--- src/rtl/cprv_pkg.sv ---
// Shared constants and types for the cprv64g pipeline slice: opcodes, access sizes,
// and the memory-stage state encoding.
package cprv_pkg;

  localparam int DATA_WIDTH_DEF = 64;

  localparam logic [6:0] OPC_OP    = 7'b0110011;
  localparam logic [6:0] OPC_LOAD  = 7'b0000011;
  localparam logic [6:0] OPC_STORE = 7'b0100011;

  typedef enum logic [1:0] {
    SIZE_B = 2'd0,
    SIZE_H = 2'd1,
    SIZE_W = 2'd2,
    SIZE_D = 2'd3
  } mem_size_e;

  localparam logic [1:0] ST_IDLE = 2'd0;
  localparam logic [1:0] ST_REQ  = 2'd1;
  localparam logic [1:0] ST_WAIT = 2'd2;
  localparam logic [1:0] ST_OUT  = 2'd3;

endpackage

--- src/rtl/cprv_lsu_align.sv ---
// Combinational load/store alignment: store data shift and byte strobes,
// load byte-lane extraction with sign/zero extension, and misalignment detection.
module cprv_lsu_align
  import cprv_pkg::*;
(
  input  logic [2:0]                off,
  input  logic [2:0]                funct3,
  input  logic                      is_store,
  input  logic [DATA_WIDTH_DEF-1:0] store_data,
  input  logic [DATA_WIDTH_DEF-1:0] load_word,
  output logic [DATA_WIDTH_DEF-1:0] wdata,
  output logic [7:0]                wstrb,
  output logic [DATA_WIDTH_DEF-1:0] load_data,
  output logic                      misalign
);

  mem_size_e             size;
  logic [DATA_WIDTH_DEF-1:0] shifted;

  assign size    = mem_size_e'(funct3[1:0]);
  assign wdata   = store_data << {off, 3'b000};
  assign shifted = load_word >> {off, 3'b000};

  always_comb begin
    wstrb     = 8'h00;
    misalign  = 1'b0;
    load_data = '0;
    case (size)
      SIZE_B: begin
        wstrb     = 8'h01 << off;
        load_data = funct3[2] ? {56'b0, shifted[7:0]} : {{56{shifted[7]}}, shifted[7:0]};
      end
      SIZE_H: begin
        wstrb     = 8'h03 << off;
        misalign  = off[0];
        load_data = funct3[2] ? {48'b0, shifted[15:0]} : {{48{shifted[15]}}, shifted[15:0]};
      end
      SIZE_W: begin
        wstrb     = 8'h0F << off;
        misalign  = |off[1:0];
        load_data = funct3[2] ? {32'b0, shifted[31:0]} : {{32{shifted[31]}}, shifted[31:0]};
      end
      SIZE_D: begin
        wstrb     = 8'hFF;
        misalign  = |off;
        load_data = shifted;
      end
      default: ;
    endcase
    // Stores have no unsigned variants, so funct3[2] marks an illegal store.
    if (is_store && funct3[2]) misalign = 1'b1;
  end

endmodule

--- src/rtl/cprv_mem_stage.sv ---
// Memory stage: takes one instruction from EX, runs at most one data-memory access,
// and holds the aligned result on the mem->wb valid/ready link until WB takes it.
module cprv_mem_stage
  import cprv_pkg::*;
#(
  parameter int DATA_WIDTH = DATA_WIDTH_DEF,
  parameter int ADDR_WIDTH = 64
) (
  input  logic                  clk,
  input  logic                  rst,
  input  logic                  valid_mem_i,
  output logic                  ready_mem_o,
  input  logic [DATA_WIDTH-1:0] alu_out_mem_i,
  input  logic [DATA_WIDTH-1:0] rs2_data_mem_i,
  input  logic [4:0]            rd_addr_mem_i,
  input  logic                  rd_en_mem_i,
  input  logic [6:0]            opcode_mem_i,
  input  logic [2:0]            funct3_mem_i,
  output logic                  dmem_valid_o,
  input  logic                  dmem_ready_i,
  output logic                  dmem_we_o,
  output logic [ADDR_WIDTH-1:0] dmem_addr_o,
  output logic [DATA_WIDTH-1:0] dmem_wdata_o,
  output logic [7:0]            dmem_wstrb_o,
  input  logic                  dmem_rvalid_i,
  input  logic [DATA_WIDTH-1:0] dmem_rdata_i,
  output logic                  valid_wb_o,
  input  logic                  ready_wb_i,
  output logic [DATA_WIDTH-1:0] alu_out_wb_o,
  output logic [DATA_WIDTH-1:0] rdata_wb_o,
  output logic [4:0]            rd_addr_wb_o,
  output logic                  rd_en_wb_o,
  output logic [6:0]            opcode_wb_o,
  output logic [2:0]            funct3_wb_o,
  output logic                  misalign_wb_o
);

  logic [1:0]            state;
  logic [DATA_WIDTH-1:0] alu_q, rs2_q, rdata_q;
  logic [4:0]            rd_addr_q;
  logic                  rd_en_q, misalign_q;
  logic [6:0]            opcode_q;
  logic [2:0]            funct3_q;

  logic                  in_idle, is_mem_in, is_store_in, is_store_q, mis_in;
  logic [2:0]            off_sel, funct3_sel;
  logic                  store_sel;
  logic [DATA_WIDTH-1:0] wdata_a, load_a;
  logic [7:0]            wstrb_a;
  logic                  misalign_a;

  assign in_idle     = (state == ST_IDLE);
  assign is_store_in = (opcode_mem_i == OPC_STORE);
  assign is_mem_in   = (opcode_mem_i == OPC_LOAD) || is_store_in;
  assign is_store_q  = (opcode_q == OPC_STORE);

  // The aligner looks at incoming fields while IDLE (to decide misalignment before
  // capture) and at the captured fields afterwards, so REQ outputs stay stable.
  assign off_sel    = in_idle ? alu_out_mem_i[2:0] : alu_q[2:0];
  assign funct3_sel = in_idle ? funct3_mem_i : funct3_q;
  assign store_sel  = in_idle ? is_store_in : is_store_q;
  assign mis_in     = is_mem_in && misalign_a;

  cprv_lsu_align u_align (
    .off        (off_sel),
    .funct3     (funct3_sel),
    .is_store   (store_sel),
    .store_data (rs2_q),
    .load_word  (dmem_rdata_i),
    .wdata      (wdata_a),
    .wstrb      (wstrb_a),
    .load_data  (load_a),
    .misalign   (misalign_a)
  );

  always_ff @(posedge clk) begin
    if (rst) begin
      state      <= ST_IDLE;
      alu_q      <= '0;
      rs2_q      <= '0;
      rdata_q    <= '0;
      rd_addr_q  <= '0;
      rd_en_q    <= 1'b0;
      opcode_q   <= '0;
      funct3_q   <= '0;
      misalign_q <= 1'b0;
    end else begin
      case (state)
        ST_IDLE: if (valid_mem_i) begin
          alu_q      <= alu_out_mem_i;
          rs2_q      <= rs2_data_mem_i;
          rdata_q    <= '0;
          rd_addr_q  <= rd_addr_mem_i;
          rd_en_q    <= rd_en_mem_i && !is_store_in && !mis_in;
          opcode_q   <= opcode_mem_i;
          funct3_q   <= funct3_mem_i;
          misalign_q <= mis_in;
          state      <= (is_mem_in && !mis_in) ? ST_REQ : ST_OUT;
        end
        ST_REQ: if (dmem_ready_i) state <= is_store_q ? ST_OUT : ST_WAIT;
        ST_WAIT: if (dmem_rvalid_i) begin
          rdata_q <= load_a;
          state   <= ST_OUT;
        end
        ST_OUT: if (ready_wb_i) state <= ST_IDLE;
        default: state <= ST_IDLE;
      endcase
    end
  end

  assign ready_mem_o   = in_idle && !rst;
  assign dmem_valid_o  = (state == ST_REQ);
  assign dmem_we_o     = is_store_q;
  assign dmem_addr_o   = {alu_q[ADDR_WIDTH-1:3], 3'b000};
  assign dmem_wdata_o  = wdata_a;
  assign dmem_wstrb_o  = is_store_q ? wstrb_a : 8'h00;

  assign valid_wb_o    = (state == ST_OUT);
  assign alu_out_wb_o  = alu_q;
  assign rdata_wb_o    = rdata_q;
  assign rd_addr_wb_o  = rd_addr_q;
  assign rd_en_wb_o    = rd_en_q;
  assign opcode_wb_o   = opcode_q;
  assign funct3_wb_o   = funct3_q;
  assign misalign_wb_o = misalign_q;

endmodule

--- config.mk ---
export PLATFORM = sky130hd
export DESIGN_NAME = cprv_mem_stage
export DESIGN_NICKNAME = d
export VERILOG_FILES = /design/src/rtl/cprv_pkg.sv /design/src/rtl/cprv_lsu_align.sv /design/src/rtl/cprv_mem_stage.sv
export SDC_FILE = /design/constraint.sdc
export NUM_CORES = 1
export LEC_CHECK = 0
export ABC_AREA = 1
export CORE_AREA = 4 4 190 192
export DETAILED_ROUTE_END_ITERATION = 8
export DIE_AREA = 0 0 194 196
export HOLD_SLACK_MARGIN = 0.12
export PLACE_DENSITY = 0.69
export SLEW_MARGIN = 20
export SYNTH_ARGS = -nofsm -noshare
export SYNTH_HDL_FRONTEND = slang
export SYNTH_HIERARCHICAL = 1
export SYNTH_SLANG_ARGS = --single-unit
export TNS_END_PERCENT = 100
--- constraint.sdc ---
create_clock -name clk -period 3.8 [get_ports clk]
set_input_delay 0.76 -clock clk [delete_from_list [all_inputs] [get_ports clk]]
set_output_delay 0.76 -clock clk [all_outputs]
set_load 0.005 [all_outputs]
# [Word-level counts from Yosys, hierarchy flattened]
# Index checks and enable logic that the tools add are counted.
# Widths: inputs -> output; s select.
[totals] regBits=211 latch_bits=0 ramBits=0 rom_bits=0 input_bits=214 wordCells=66 mem_count=0
[classes] addsub=0 mul=0 n_div=0 n_lt_le_gt_ge=0 eq_ne=13 shifts=5 mux=21 bitwise=0 n_reduce_logical=18
[op_table] operator="$mux 64" count=5
[op_table] operator="$pmux 64 s4" count=1
[op_table] operator="$pmux 64 s2" count=1
[op_table] operator="$shl 64x6->64" count=1
[op_table] operator="$shr 64x6->64" count=1
[op_table] operator="$pmux 8 s4" count=1
[op_table] operator="$eq 7x6->1 const B" count=2
[op_table] operator="$mux 2" count=5
[op_table] operator="$eq 2x2->1 const B" count=4
[op_table] operator="$mux 8" count=1
[op_table] operator="$pmux 2 s4" count=1
[op_table] operator="$shl 1x3->8 const A" count=1
[op_table] operator="$shl 2x3->8 const A" count=1
[op_table] operator="$shl 4x3->8 const A" count=1
[op_table] operator="$eq 7x2->1 const B" count=1
[op_table] operator="$logic_and 1x1->1" count=6
[op_table] operator="$mux 3" count=2
[op_table] operator="$eq 2x1->1 const B" count=2
[op_table] operator="$logic_not 2->1" count=2
[op_table] operator="$ne 2x1->1 const B" count=2
[op_table] operator="$ne 2x2->1 const B" count=2
[op_table] operator="$reduce_and 4->1" count=1
[op_table] operator="$logic_not 1->1" count=3
[op_table] operator="$mux 1" count=3
[op_table] operator="other kinds (7)" count=7

# [Depth between registers and ports, before layout]
[logic_depth] depth_word=11 mapped_depth=21 depth_no_buf=16

# [Hierarchy]
# The synthesis kept the hierarchy.
[modules_own_cells] module="cprv_mem_stage" n_inst=1 cells_each=1057 area_each_um2=8052.7 seq_area_each_um2=4224.1
[modules_own_cells] module="cprv_lsu_align" n_inst=1 cells_each=984 area_each_um2=4461.8 seq_area_each_um2=0.0

# [Worst setup path before layout]
# No wires, ideal clock.
[synth_path] kind="register to output" from="register state[0]" to="output dmem_wstrb_o[5]" arrival_time_ns=2.527 t_required_ns=3.040 path_slack_ns=0.513 path_stages_with_launch=13 n_path_buf=3 cell_sequence="dfxtp_1 > inv_1 > ha_1 > buf_6 > o21ai_0 > inv_2 > nor2_1 > inv_1 > clkbuf_1 > buf_2 > o221ai_1 > inv_1 > nor2_1"
[synth_via] elab_chain_len=5 elab_cells_between_ends=12 cone_classes="eq/ne (3); shift (3); mux (4); reduce/logical (2)"
[synth_rtl] element="from (decl)" line="cprv_mem_stage.sv:38" source="logic [1:0] state;"
[synth_rtl] element="from (signal assigned)" line="cprv_mem_stage.sv:98" source="state <= (is_mem_in && !mis_in) ? ST_REQ : ST_OUT;"
[synth_rtl] element="from (signal assigned)" line="cprv_mem_stage.sv:100" source="ST_REQ: if (dmem_ready_i) state <= is_store_q ? ST_OUT : ST_WAIT;"
[synth_rtl] element="$logic_not 2->1 *" line="cprv_mem_stage.sv:52" source="assign in_idle = (state == ST_IDLE);"
[synth_rtl] element="$mux 3 *" line="cprv_mem_stage.sv:59" source="assign off_sel = in_idle ? alu_out_mem_i[2:0] : alu_q[2:0];"
[synth_rtl] element="named net off_sel[2]" line="cprv_mem_stage.sv:46" source="logic [2:0] off_sel, funct3_sel;"
[synth_rtl] element="$shl 4x3->8 (tied with other cells)" line="cprv_lsu_align.sv:39" source="wstrb = 8'h0F << off;"
[synth_rtl] element="$pmux 8 s4 *" line="cprv_lsu_align.sv:28" source="case (size)"
[synth_rtl] element="named net wstrb_a[5]" line="cprv_mem_stage.sv:49" source="logic [7:0] wstrb_a;"
[synth_rtl] element="$mux 8 *" line="cprv_mem_stage.sv:116" source="assign dmem_wstrb_o = is_store_q ? wstrb_a : 8'h00;"
[synth_rtl] element="to (decl)" line="cprv_mem_stage.sv:24" source="output logic [7:0] dmem_wstrb_o,"
# Mark *: on every way through the listed nets, which the timed path passes. The rest lies on a longest branch.

# [Worst setup path after layout]
[layout_path] from="register state[0]" to="output dmem_wstrb_o[2]"
[layout_via] elab_chain_len=5 elab_cells_between_ends=12 cone_classes="eq/ne (3); shift (3); mux (4); reduce/logical (2)"
[layout_rtl] element="$logic_not 2->1 *" line="cprv_mem_stage.sv:52"
[layout_rtl] element="$mux 3 *" line="cprv_mem_stage.sv:60" source="assign funct3_sel = in_idle ? funct3_mem_i : funct3_q;"
[layout_rtl] element="named net funct3_sel[1]" line="cprv_mem_stage.sv:46"
[layout_rtl] element="$eq 2x2->1 (tied with other cells)" line="cprv_lsu_align.sv:28"
[layout_rtl] element="$pmux 8 s4 *" line="cprv_lsu_align.sv:28"
[layout_rtl] element="named net wstrb_a[2]" line="cprv_mem_stage.sv:49"
[layout_rtl] element="$mux 8 *" line="cprv_mem_stage.sv:116"
# Marked as above.

==> metrics.txt <==
Worst-path clk slew 70 ps; relative slew slack 45.18%; Rows 68; top cells by area, synth dfxtp_1, nand2_1, nor2_1; CP Data Arrival Time 3020 ps; multiplexer area fraction after synthesis 0%; Ports 499; CTS Buf Count 24; Clk network pwr share 19.3%; Seq cells post-synth 211; crit end category primary output; CTS tree done; CP cell instances inv_1 -> ha_4 -> o21ai_2 -> inv_1 -> ha_1 -> nand2_1 -> o21ai_0 -> a21oi_1 -> o21ai_0 -> inv_1 -> nor2_2 -> clkdlybuf4s50_1; cell mode on critical path inv_1; grt ovf 0; switching share of power 43.11%; share of cells above drive strength 1 7.149%; post-route ant nets 0; synthesized area 12510 sq um; CTS root buf clkbuf_16; main combinational cell family by area after synthesis simple AND/OR/NAND/NOR gates; Crit Path Category reg2out; crit-path max FO 10; Synth Area in Compound Gates 19.53%; Worst Tran Pin Value 813.8 ps; Synth Instances 2041; Tot GR Track Use 27.26%; Synth Area in Adders 0.7998%; H-tree depth 1; NetSw 0.006471 W; final-layout fill cell count 3344; GPL Wtd Cong 0.9238; max_cap viols 0; sequential area share after synthesis 33.75%; Logic pwr share 59.3%; unrepaired setup endpoints after global routing yes; Longest Clk Path Bufs 3; Final Cycle Share 99.35%; vias 14910; CORE AREA 34370 sq um; final WL 55.48 mm; nets@finish 2666; first-pass GRT wire length 83.55 mm; worst vdd rail ir drop 0.4068 mV; Die Width 194 um; area share of the largest cell type after synthesis 33.75%; DP Cell Count 2860; Worst Setup Slack post-DPL -137.3 ps; most frequent cells in the layout nand2_1, clkdlybuf4s50_1, nor2_1, o21ai_0, dfxtp_1; Fmax 264.9 MHz; crit path launch type register; required time worst endpoint 3040 ps; Leak 8.360 nW; drt initial violations 1242; Final Non-Filler Cells 2925; vias per inst 5.098; Pwr Density 795.6 nW/um^2; 1st-pass router iterations 6; vias in the first global route 14790; CP max-delay cell clkdlybuf4s50_1; Hold Crit Class reg2reg; Slew Limit Fails 0; simple-gate area share of the yosys netlist 32.68%; pin count of the biggest net entering global routing 92; area grow syn2layout 50.75%; Initial Utilization 36.41%; clk sinks 211; min Tclk post-route 3775 ps; most common cell after layout, fill and taps aside nand2_1; CP max stage delay 540 ps; Post-DP HPWL 41.69 mm; YS warnings 6; WL/cell 18.97 um; Die H 196 um; Setup WS post-layout 24.59 ps; Max Clock Skew 22.57 ps; Synth area leader dfxtp_1; initial antenna violation count 9; Synth Area in XOR/XNOR 0%; Worst-Skew Late Latency 540 ps; die footprint 38020 sq um; Final setup viols 0; Sequential Power Share 21.5%; Mean Syn Cell Area 6.132 sq um; Port Buffers 495; Final Hold Fails 0; outcome finished, final reports clean; hold_buf cts 0; Unique masters post-synth 33; Int Power 0.008538 W; DRC 0
==> layout make-up <==
cell class | instances | area (sq um) | share of cell area (%)
sequential | 211 | 4227 | 22.40
clock buffer | 30 | 674.4 | 3.575
inverter | 111 | 427.9 | 2.268
antenna | 8 | 20.02 | 0.1061
clock inverter | 14 | 310.3 | 1.645
multi-input combinational | 1511 | 6731 | 35.68
timing repair buffer | 585 | 5906 | 31.30
tap | 455 | 569.3 | 3.018
==> through the flow <==
step                TNS (ps)  instance area, sq um  total power, W  utilization (%)  hold slack, ps
finish                     0                 18870         0.01501            54.89           462.8
floorplan                  0                 12520        0.007990                -           446.4
global route          -175.2                 18870         0.01605            54.89           476.8
global placement      -450.7                 17550         0.01178            51.05           452.8
detailed placement    -344.6                 17550         0.01184            51.05           455.6
CTS                        0                 18660         0.01494            54.29           465.5
==> synth_stat cells, drive strengths merged <==
cell / count
inv: 110
ha: 8
dfxtp: 211
nor2: 381
o22ai: 7
o211ai: 29
o311ai: 6
o221ai: 14
clkbuf: 59
nand3: 48
nand2: 604
and2: 6
clkinv: 1
a21oi: 138
nor3: 1
conb: 1
or2: 7
buf: 151
o21ai: 259
==> kinds of logic (layout without fill, tap and decap cells) <==
family,count (synthesis),in the layout
simple gates,1047,1047
fa+ha+maj,8,8
flops,211,211
other cells,1,11
compound gates,453,453
buf+inv,321,740
==> worst max-delay path, delay by kind of cell (launching register included) <==
family,cells,cell delay (ps)
fa+ha+maj,2,510
simple gates,2,230
buf+inv,4,780
compound gates,4,600
flops,1,380
==> what timing repair did <==
item	4_1_cts	5_1_grt
endpoints found under the setup margin	69	38
setup buffers	7	3
resized for setup	31	47
pin swaps	5	7
gates cloned	1	2
==> state kept, by name, indices dropped and copies added, names as in the netlist <==
signal,count
misalign_wb_o,1
state,2
alu_out_wb_o,64
rs2_q,64
rd_en_wb_o,1
rd_addr_wb_o,5
rdata_wb_o,64
opcode_wb_o,7
funct3_wb_o,3
==> final timing paths <==
check | from | end | slack, ps | cells past startpoint
setup / recovery | state[0]$_SDFFE_PP0P_ | dmem_wstrb_o[2] | 20 | 12
hold / removal | rdata_wb_o[33]$_SDFFE_PP0P_ | rdata_wb_o[33]$_SDFFE_PP0P_ | 460 | 2
setup reg to reg | state[0]$_SDFFE_PP0P_ | rdata_wb_o[27]$_SDFFE_PP0P_ | 650 | 17
hold reg to reg | rdata_wb_o[33]$_SDFFE_PP0P_ | rdata_wb_o[33]$_SDFFE_PP0P_ | 460 | 2
==> layer usage <==
layer	routed length, um	track usage (%)
met5	0	0
met4	2804	11.72
met3	4252	5.581
met2	27420	49.45
met1	21000	31.08
==> power by group through the flow <==
stage	registers, W	clock network (W)	logic (W)
finish	0.00322	0.00289	0.00889
global route	0.00329	0.00302	0.00973
CTS	0.00322	0.00294	0.00877
detailed placement	0.00325	0	0.00859
global placement	0.00324	0	0.00854
floorplan	0.00317	0	0.00482
(Power assumes the default switching activity.)
